==> config.mk <==
export PLATFORM = sky130hd
export DESIGN_NAME = output_port_arbiter
export DESIGN_NICKNAME = d
export VERILOG_FILES = /design/src/rtl/noc_pkg.sv /design/src/rtl/rr_arbiter.sv /design/src/rtl/output_port_arbiter.sv
export SDC_FILE = /design/constraint.sdc
export NUM_CORES = 1
export LEC_CHECK = 0
export CAP_MARGIN = 25
export CORE_UTILIZATION = 46
export DETAILED_ROUTE_END_ITERATION = 16
export GPL_TIMING_DRIVEN = 0
export PLACE_DENSITY = 0.93
export SLEW_MARGIN = 20
export SYNTH_ARGS = -nofsm -noshare
export SYNTH_HDL_FRONTEND = slang
export SYNTH_SLANG_ARGS = --single-unit
==> constraint.sdc <==
create_clock -name clk -period 10.3 [get_ports clk]
set_input_delay 1.545 -clock clk [delete_from_list [all_inputs] [get_ports clk]]
set_output_delay 1.545 -clock clk [all_outputs]
set_load 0.01 [all_outputs]
==> src/rtl/noc_pkg.sv <==
// ============================================================================
// Module  : noc_pkg
// Brief   : Shared router types: flit layout, output-port ids, FSM states.
// Revision: 1.0 - initial release
// ============================================================================
`default_nettype none

package noc_pkg;

    localparam int NOC_FLIT_W      = 23;
    localparam int PAYLOAD_MSB     = 22;
    localparam int PAYLOAD_LSB     = 7;
    localparam int ADDR_MSB        = 6;
    localparam int ADDR_LSB        = 3;
    localparam int TGT_MSB         = 2;
    localparam int TGT_LSB         = 0;

    localparam logic [2:0] PORT_ID_LOCAL = 3'd0;
    localparam logic [2:0] PORT_ID_NORTH = 3'd1;
    localparam logic [2:0] PORT_ID_EAST  = 3'd2;
    localparam logic [2:0] PORT_ID_SOUTH = 3'd3;
    localparam logic [2:0] PORT_ID_WEST  = 3'd4;

    typedef logic [NOC_FLIT_W-1:0] flit_t;

    typedef enum logic [0:0] {
        ST_EMPTY = 1'b0,
        ST_FULL  = 1'b1
    } out_state_t;

endpackage

`default_nettype wire

==> src/rtl/rr_arbiter.sv <==
// ============================================================================
// Module  : rr_arbiter
// Brief   : N-way round-robin arbiter; pointer moves past the winner on advance.
// Revision: 1.0 - initial release
// ============================================================================
`default_nettype none

module rr_arbiter #(
    parameter int N = 5
) (
    input  logic         clk,
    input  logic         rst,
    input  logic [N-1:0] req,
    input  logic         advance,
    output logic [N-1:0] grant
);

    localparam int PW = (N > 1) ? $clog2(N) : 1;

    logic [PW-1:0] ptr;
    logic [PW-1:0] gidx;
    logic [PW:0]   idx;
    logic          found;

    // Scan from ptr upward, wrapping; idx never exceeds 2N-2 so one subtract folds it.
    always_comb begin
        grant = '0;
        gidx  = '0;
        found = 1'b0;
        idx   = '0;
        for (int k = 0; k < N; k++) begin
            idx = {1'b0, ptr} + (PW+1)'(k);
            if (idx >= (PW+1)'(N)) begin
                idx = idx - (PW+1)'(N);
            end
            if (!found && req[idx[PW-1:0]]) begin
                found              = 1'b1;
                gidx               = idx[PW-1:0];
                grant[idx[PW-1:0]] = 1'b1;
            end
        end
    end

    always_ff @(posedge clk or negedge rst) begin
        if (!rst) begin
            ptr <= '0;
        end else if (advance && found) begin
            ptr <= (gidx == PW'(N-1)) ? '0 : gidx + 1'b1;
        end
    end

endmodule

`default_nettype wire

==> src/rtl/output_port_arbiter.sv <==
// ============================================================================
// Module  : output_port_arbiter
// Brief   : Picks head flits targeting this port, pops one per cycle round-robin
//           and registers it onto the output link with valid/ready handshake.
// Revision: 1.0 - initial release
// ============================================================================
`default_nettype none

module output_port_arbiter
    import noc_pkg::*;
#(
    parameter int NUM_IN  = 5,
    parameter int FLIT_W  = 23,
    parameter int TGT_W   = 3,
    parameter int PORT_ID = 0
) (
    input  logic                     clk,
    input  logic                     rst,
    input  logic [NUM_IN*FLIT_W-1:0] in_flit,
    input  logic [NUM_IN-1:0]        in_valid,
    output logic [NUM_IN-1:0]        pop,
    output logic [FLIT_W-1:0]        out_flit,
    output logic                     out_valid,
    input  logic                     out_ready
);

    out_state_t          state;
    out_state_t          state_next;
    logic [NUM_IN-1:0]   req;
    logic [NUM_IN-1:0]   grant;
    logic [FLIT_W-1:0]   sel_flit;
    logic                can_load;
    logic                load;

    for (genvar i = 0; i < NUM_IN; i++) begin : g_req
        assign req[i] = in_valid[i] &
                        (in_flit[i*FLIT_W +: TGT_W] == TGT_W'(PORT_ID));
    end

    rr_arbiter #(
        .N       (NUM_IN)
    ) u_rr (
        .clk     (clk),
        .rst     (rst),
        .req     (req),
        .advance (load),
        .grant   (grant)
    );

    assign can_load = (state == ST_EMPTY) | out_ready;
    // Gate with rst so no FIFO is popped while the block is held in reset.
    assign load     = can_load & (|req) & rst;
    assign pop      = grant & {NUM_IN{load}};

    always_comb begin
        sel_flit = '0;
        for (int i = 0; i < NUM_IN; i++) begin
            if (grant[i]) begin
                sel_flit = sel_flit | in_flit[i*FLIT_W +: FLIT_W];
            end
        end
    end

    always_comb begin
        state_next = state;
        case (state)
            ST_EMPTY: if (load)               state_next = ST_FULL;
            ST_FULL:  if (out_ready && !load) state_next = ST_EMPTY;
            default:                          state_next = ST_EMPTY;
        endcase
    end

    always_ff @(posedge clk or negedge rst) begin
        if (!rst) begin
            state <= ST_EMPTY;
        end else begin
            state <= state_next;
        end
    end

    // Data is not cleared on drain; out_valid alone qualifies it.
    always_ff @(posedge clk or negedge rst) begin
        if (!rst) begin
            out_flit <= '0;
        end else if (load) begin
            out_flit <= sel_flit;
        end
    end

    assign out_valid = (state == ST_FULL);

endmodule

`default_nettype wire

==> results.md <==
- For this run, the post-layout net count is 718.
- Setup repair after global routing left no endpoint under its margin.
- The hold-fix buffer count after cts is 0.
- The dominant register cell in the synthesized netlist is sky130_fd_sc_hd__dfrtp_1.
- The standard-cell row count is 30.
- The die extent in y is 85.9 µm.
- The worst register-to-register path ends at out_flit[22].
- The most instantiated library cell after synthesis is sky130_fd_sc_hd__nor2_1.
- Of all cell types, the one taking the most synthesized area is sky130_fd_sc_hd__dfrtp_1.
- CTS placed an instance of sky130_fd_sc_hd__clkbuf_8 at the clock tree root.
- Traced cell by cell, the critical path runs through clkdlybuf4s50_1, nor4b_2, mux2i_1, o221a_2, mux2i_1, a41oi_1, o211ai_2, clkbuf_1, and2_1, clkdlybuf4s50_1.
- The source-to-sink clock delay at the later pin of the worst-skew pair is about 290 ps.
- The ratio of final minimum period to clock period is 67.0%.
- The die width is 85.9 µm.
- For the worst setup path, the data required time is 8760 ps.
- In the detailed route, the total length drawn on met2 is 6600 µm.
- The setup TNS after final layout is 0 ps.
- The number of inserted filler cells in the final layout is 538.
- The number of storage elements in the synthesis netlist is 27.
- The number of H-tree branching levels is 1.
- The total of max-cap violations is 0.
- The setup path with the least slack is of type in -> out.
- Entering global routing, the biggest net connects 30 pins.
- The number of flops mapped to enable cells by yosys is 0.
- The number of failing hold endpoints at the final stage is 0.
- The hold path startpoint is out_flit[15].
- Clock-pin slew was measured on the worst setup and hold paths at 120 ps.
- The endpoint kind of the worst setup timing path is an output port.
- Synthesis handed over a netlist of 426 instances.
- The initial antenna violation count is 0.
- The total CTS buffers is 3.
- The first TritonRoute pass finished after 6 iterations.
- The finished cells cover 4940 µm².
- The critical path's slowest cell is sky130_fd_sc_hd__nor4b_2.
- The top routing layer in use is met4.
- Counting cells, the worst reg-to-reg path comes to 14.
- The final layout contains routed wiring with a total length of 13600 µm.
- The run finished with clean final reports.
- The total routed wire length on the met1 layer is approximately 5500 µm.
- In this run the static leakage power is 1.93 nW.
- The worst setup slack for register-to-register paths is 5610 ps.
- Counting instances in the post-synthesis netlist gives the leading cell types as 63 x sky130_fd_sc_hd__nor2_1, 43 x sky130_fd_sc_hd__nand2_1, 41 x sky130_fd_sc_hd__a22oi_1.
- Power spread over the standard cell area amounts to 286 nW/µm².
- The final critical delay including setup and external delays is 6900 ps.
- The routability congestion estimate is 0.907.
- Once the floorplan was initialized, standard cells occupied between 40 and 50% of the core.
- The class of the tightest hold or removal check is reg -> reg.
- The vias per cell is 6.34.
- For hold timing, the worst endpoint is out_flit[15].
- The worst stage delay on the critical path is roughly 910 ps.
- Data on the critical path arrives at its endpoint at between 5000 and 6000 ps.
- The aggregate global routing overflow is 0.
- The number of routed nets with antenna violations is 0.
- The total inserted antenna cells is 0.
- The maximum fanout count along the critical path is 10.
- The number of cells traversed by the worst hold path is 2.
- 152 I/O pins were placed.
- The net count of the mapped netlist is approximately 560.
- The total number of vias is roughly 4.3k.
- After detailed routing, the number of remaining DRC violations is 0.
- Dividing the detail-routed wire length by the instance count gives 20.0 µm.
- The detailed placement HPWL is 10400 µm.
- The post-CTS setup buffer count is 0.
- The number of unique standard cell types used by synthesis is slightly above 60.
- For the pin with the worst max-slew slack, the measured transition is 1050 ps.
- Of the post-synthesis cell area, the dominant cell type holds 20.8%.
- The average instance in the mapped netlist occupies ~7.6 µm².
- The post-synthesis sequential area ratio is 20.8%.
- Setup violations remaining at the end of the flow were counted as 0.
- After clock tree synthesis, the repair step resized 0 gates.
- For this design, the sink count on the clock tree is 27.
- The worst-case headroom to the max-slew limit is 29.9%.
- The post-route clock skew is 4.57 ps.
- The iteration-0 DRC count of the detailed router is 305.
- The post-route netlist has 7.04% of its cells at a drive strength greater than 1.
- The netlist area before placement is 3240 µm².
- The wire length on met3 is around 1100 µm.
- By area the synthesized netlist is led by sky130_fd_sc_hd__dfrtp_1 21%, sky130_fd_sc_hd__a22oi_1 9.5%, sky130_fd_sc_hd__nor2_1 7.3%.
- The first global-routing pass estimated 20800 µm of wire.
- TritonCTS built the clock tree.
- Buffers placed on the I/O ports in this run total ~150.
- In the synthesized netlist the async set-or-reset flop fraction comes to 100%.
- The combined global-route utilization of all metal layers is 35.6%.
- The worst-case clock buffer depth is 2.
- The die area is 7380 µm².
- In this run the critical register-to-register path is launched from u_rr.ptr[0].
- The core region is between 6000 and 7000 µm².
- The via count of the first global-routing pass is 4182.
- The total placed instance area is 4890 µm².
- Yosys printed 0 warnings.
- The nature of the critical path startpoint is an input port.
- The final count of pins violating max slew is 0.
- Compared with the post-synthesis result, the final layout area differs by 52.4%.
- Based on the critical path, the design can be clocked at up to 0.145 GHz.
- The worst ir drop on vdd is about 0.00022 V.
through the flow:
step	setup WS, ps	hold WS (ps)	std cells	power, mW	util, %
floorplan	4880	552	426	0.936	-
global placement	3030	507	673	1.29	71.7
detailed placement	3460	534	674	1.32	72.0
CTS	3440	559	678	1.39	72.7
global route	3240	590	678	1.51	72.7
finish	3400	558	678	1.41	72.7
sequential cells by signal (all words and copies together) (netlist names):
register   count
out_flit      23
u_rr.ptr       3
out_valid      1
cell usage in the layout (no fill, tap or decap), types with 4 or more instances in the layout:
cell / netlist / final
sky130_fd_sc_hd__nor2_1: 63 / 63
sky130_fd_sc_hd__o21ai_1: 8 / 8
sky130_fd_sc_hd__and2_1: 9 / 9
sky130_fd_sc_hd__clkbuf_1: 18 / 18
sky130_fd_sc_hd__dfrtp_1: 27 / 27
sky130_fd_sc_hd__a2111oi_0: 20 / 20
sky130_fd_sc_hd__nand2_1: 43 / 43
sky130_fd_sc_hd__inv_1: 9 / 9
sky130_fd_sc_hd__ha_1: 11 / 11
sky130_fd_sc_hd__a21oi_2: 4 / 4
sky130_fd_sc_hd__a22oi_1: 41 / 41
sky130_fd_sc_hd__a31oi_1: 29 / 29
sky130_fd_sc_hd__nand2b_1: 4 / 4
sky130_fd_sc_hd__o21ai_0: 7 / 7
sky130_fd_sc_hd__buf_2: 8 / 10
sky130_fd_sc_hd__and3_1: 22 / 22
sky130_fd_sc_hd__nor3_1: 7 / 7
sky130_fd_sc_hd__nor4b_2: 3 / 6
sky130_fd_sc_hd__nand3_1: 12 / 12
sky130_fd_sc_hd__clkdlybuf4s50_1: 0 / 150
sky130_fd_sc_hd__mux2i_1: 9 / 9
sky130_fd_sc_hd__a21oi_1: 9 / 9
kinds of logic after synthesis:
logic type	after synthesis	share of synthesized area, %
muxes	13	4.17
buffers and inverters	37	4.59
and+or+nand+nor	188	29.7
DFF	27	20.8
AOI/OAI and AO/OA	145	34.8
adders and majority gates	12	4.86
xor gates and xnor gates	4	1.08
per-layer routing:
metal  track usage, %  vias to the layer above
met2             62.6                      255
met4             11.2                        0
met3             4.62                       31
met5                0                        -
met1             45.1                     2054
li1                 -                     1960
cell type report:
class | instances | area [µm²] | area share (%)
Clock buffer | 3 | 41.3 | 0.836
Clock inverter | 1 | 7.51 | 0.152
Sequential cell | 27 | 676 | 13.7
Buffer | 27 | 111 | 2.25
Tap cell | 96 | 120 | 2.43
Multi-Input combinational cell | 362 | 2430 | 49.3
Timing Repair Buffer | 152 | 1510 | 30.6
Inverter | 10 | 37.5 | 0.760
report_power, final:
group	total [mW]	leakage, nW	internal, mW	switching, mW
clock	0.0696	0.0217	0.0277	0.0419
sequential	0.198	0.320	0.157	0.0407
combinational	1.15	1.58	0.447	0.700
total	1.41	1.93	0.631	0.783
critical path: cells and delay by family:
kind / cells / cell delay [ps]
AND/OR/NAND/NOR: 2 / 1110
AO/OA/AOI/OAI: 3 / 870
buffers and inverters: 3 / 1390
multiplexers: 2 / 420
worst max-delay path by stage:
stage	cells after the start	slack, ps	endpoint	start
finish	10	3400	pop[1]	in_flit[69]
global route	10	3240	pop[1]	in_flit[69]
CTS	10	3440	pop[1]	in_flit[69]
detailed placement	10	3460	pop[1]	in_flit[69]
global placement	10	3030	pop[1]	in_flit[0]
floorplan	8	4880	pop[0]	in_flit[92]
No activity file was read; power rests on OpenSTA's default activity.
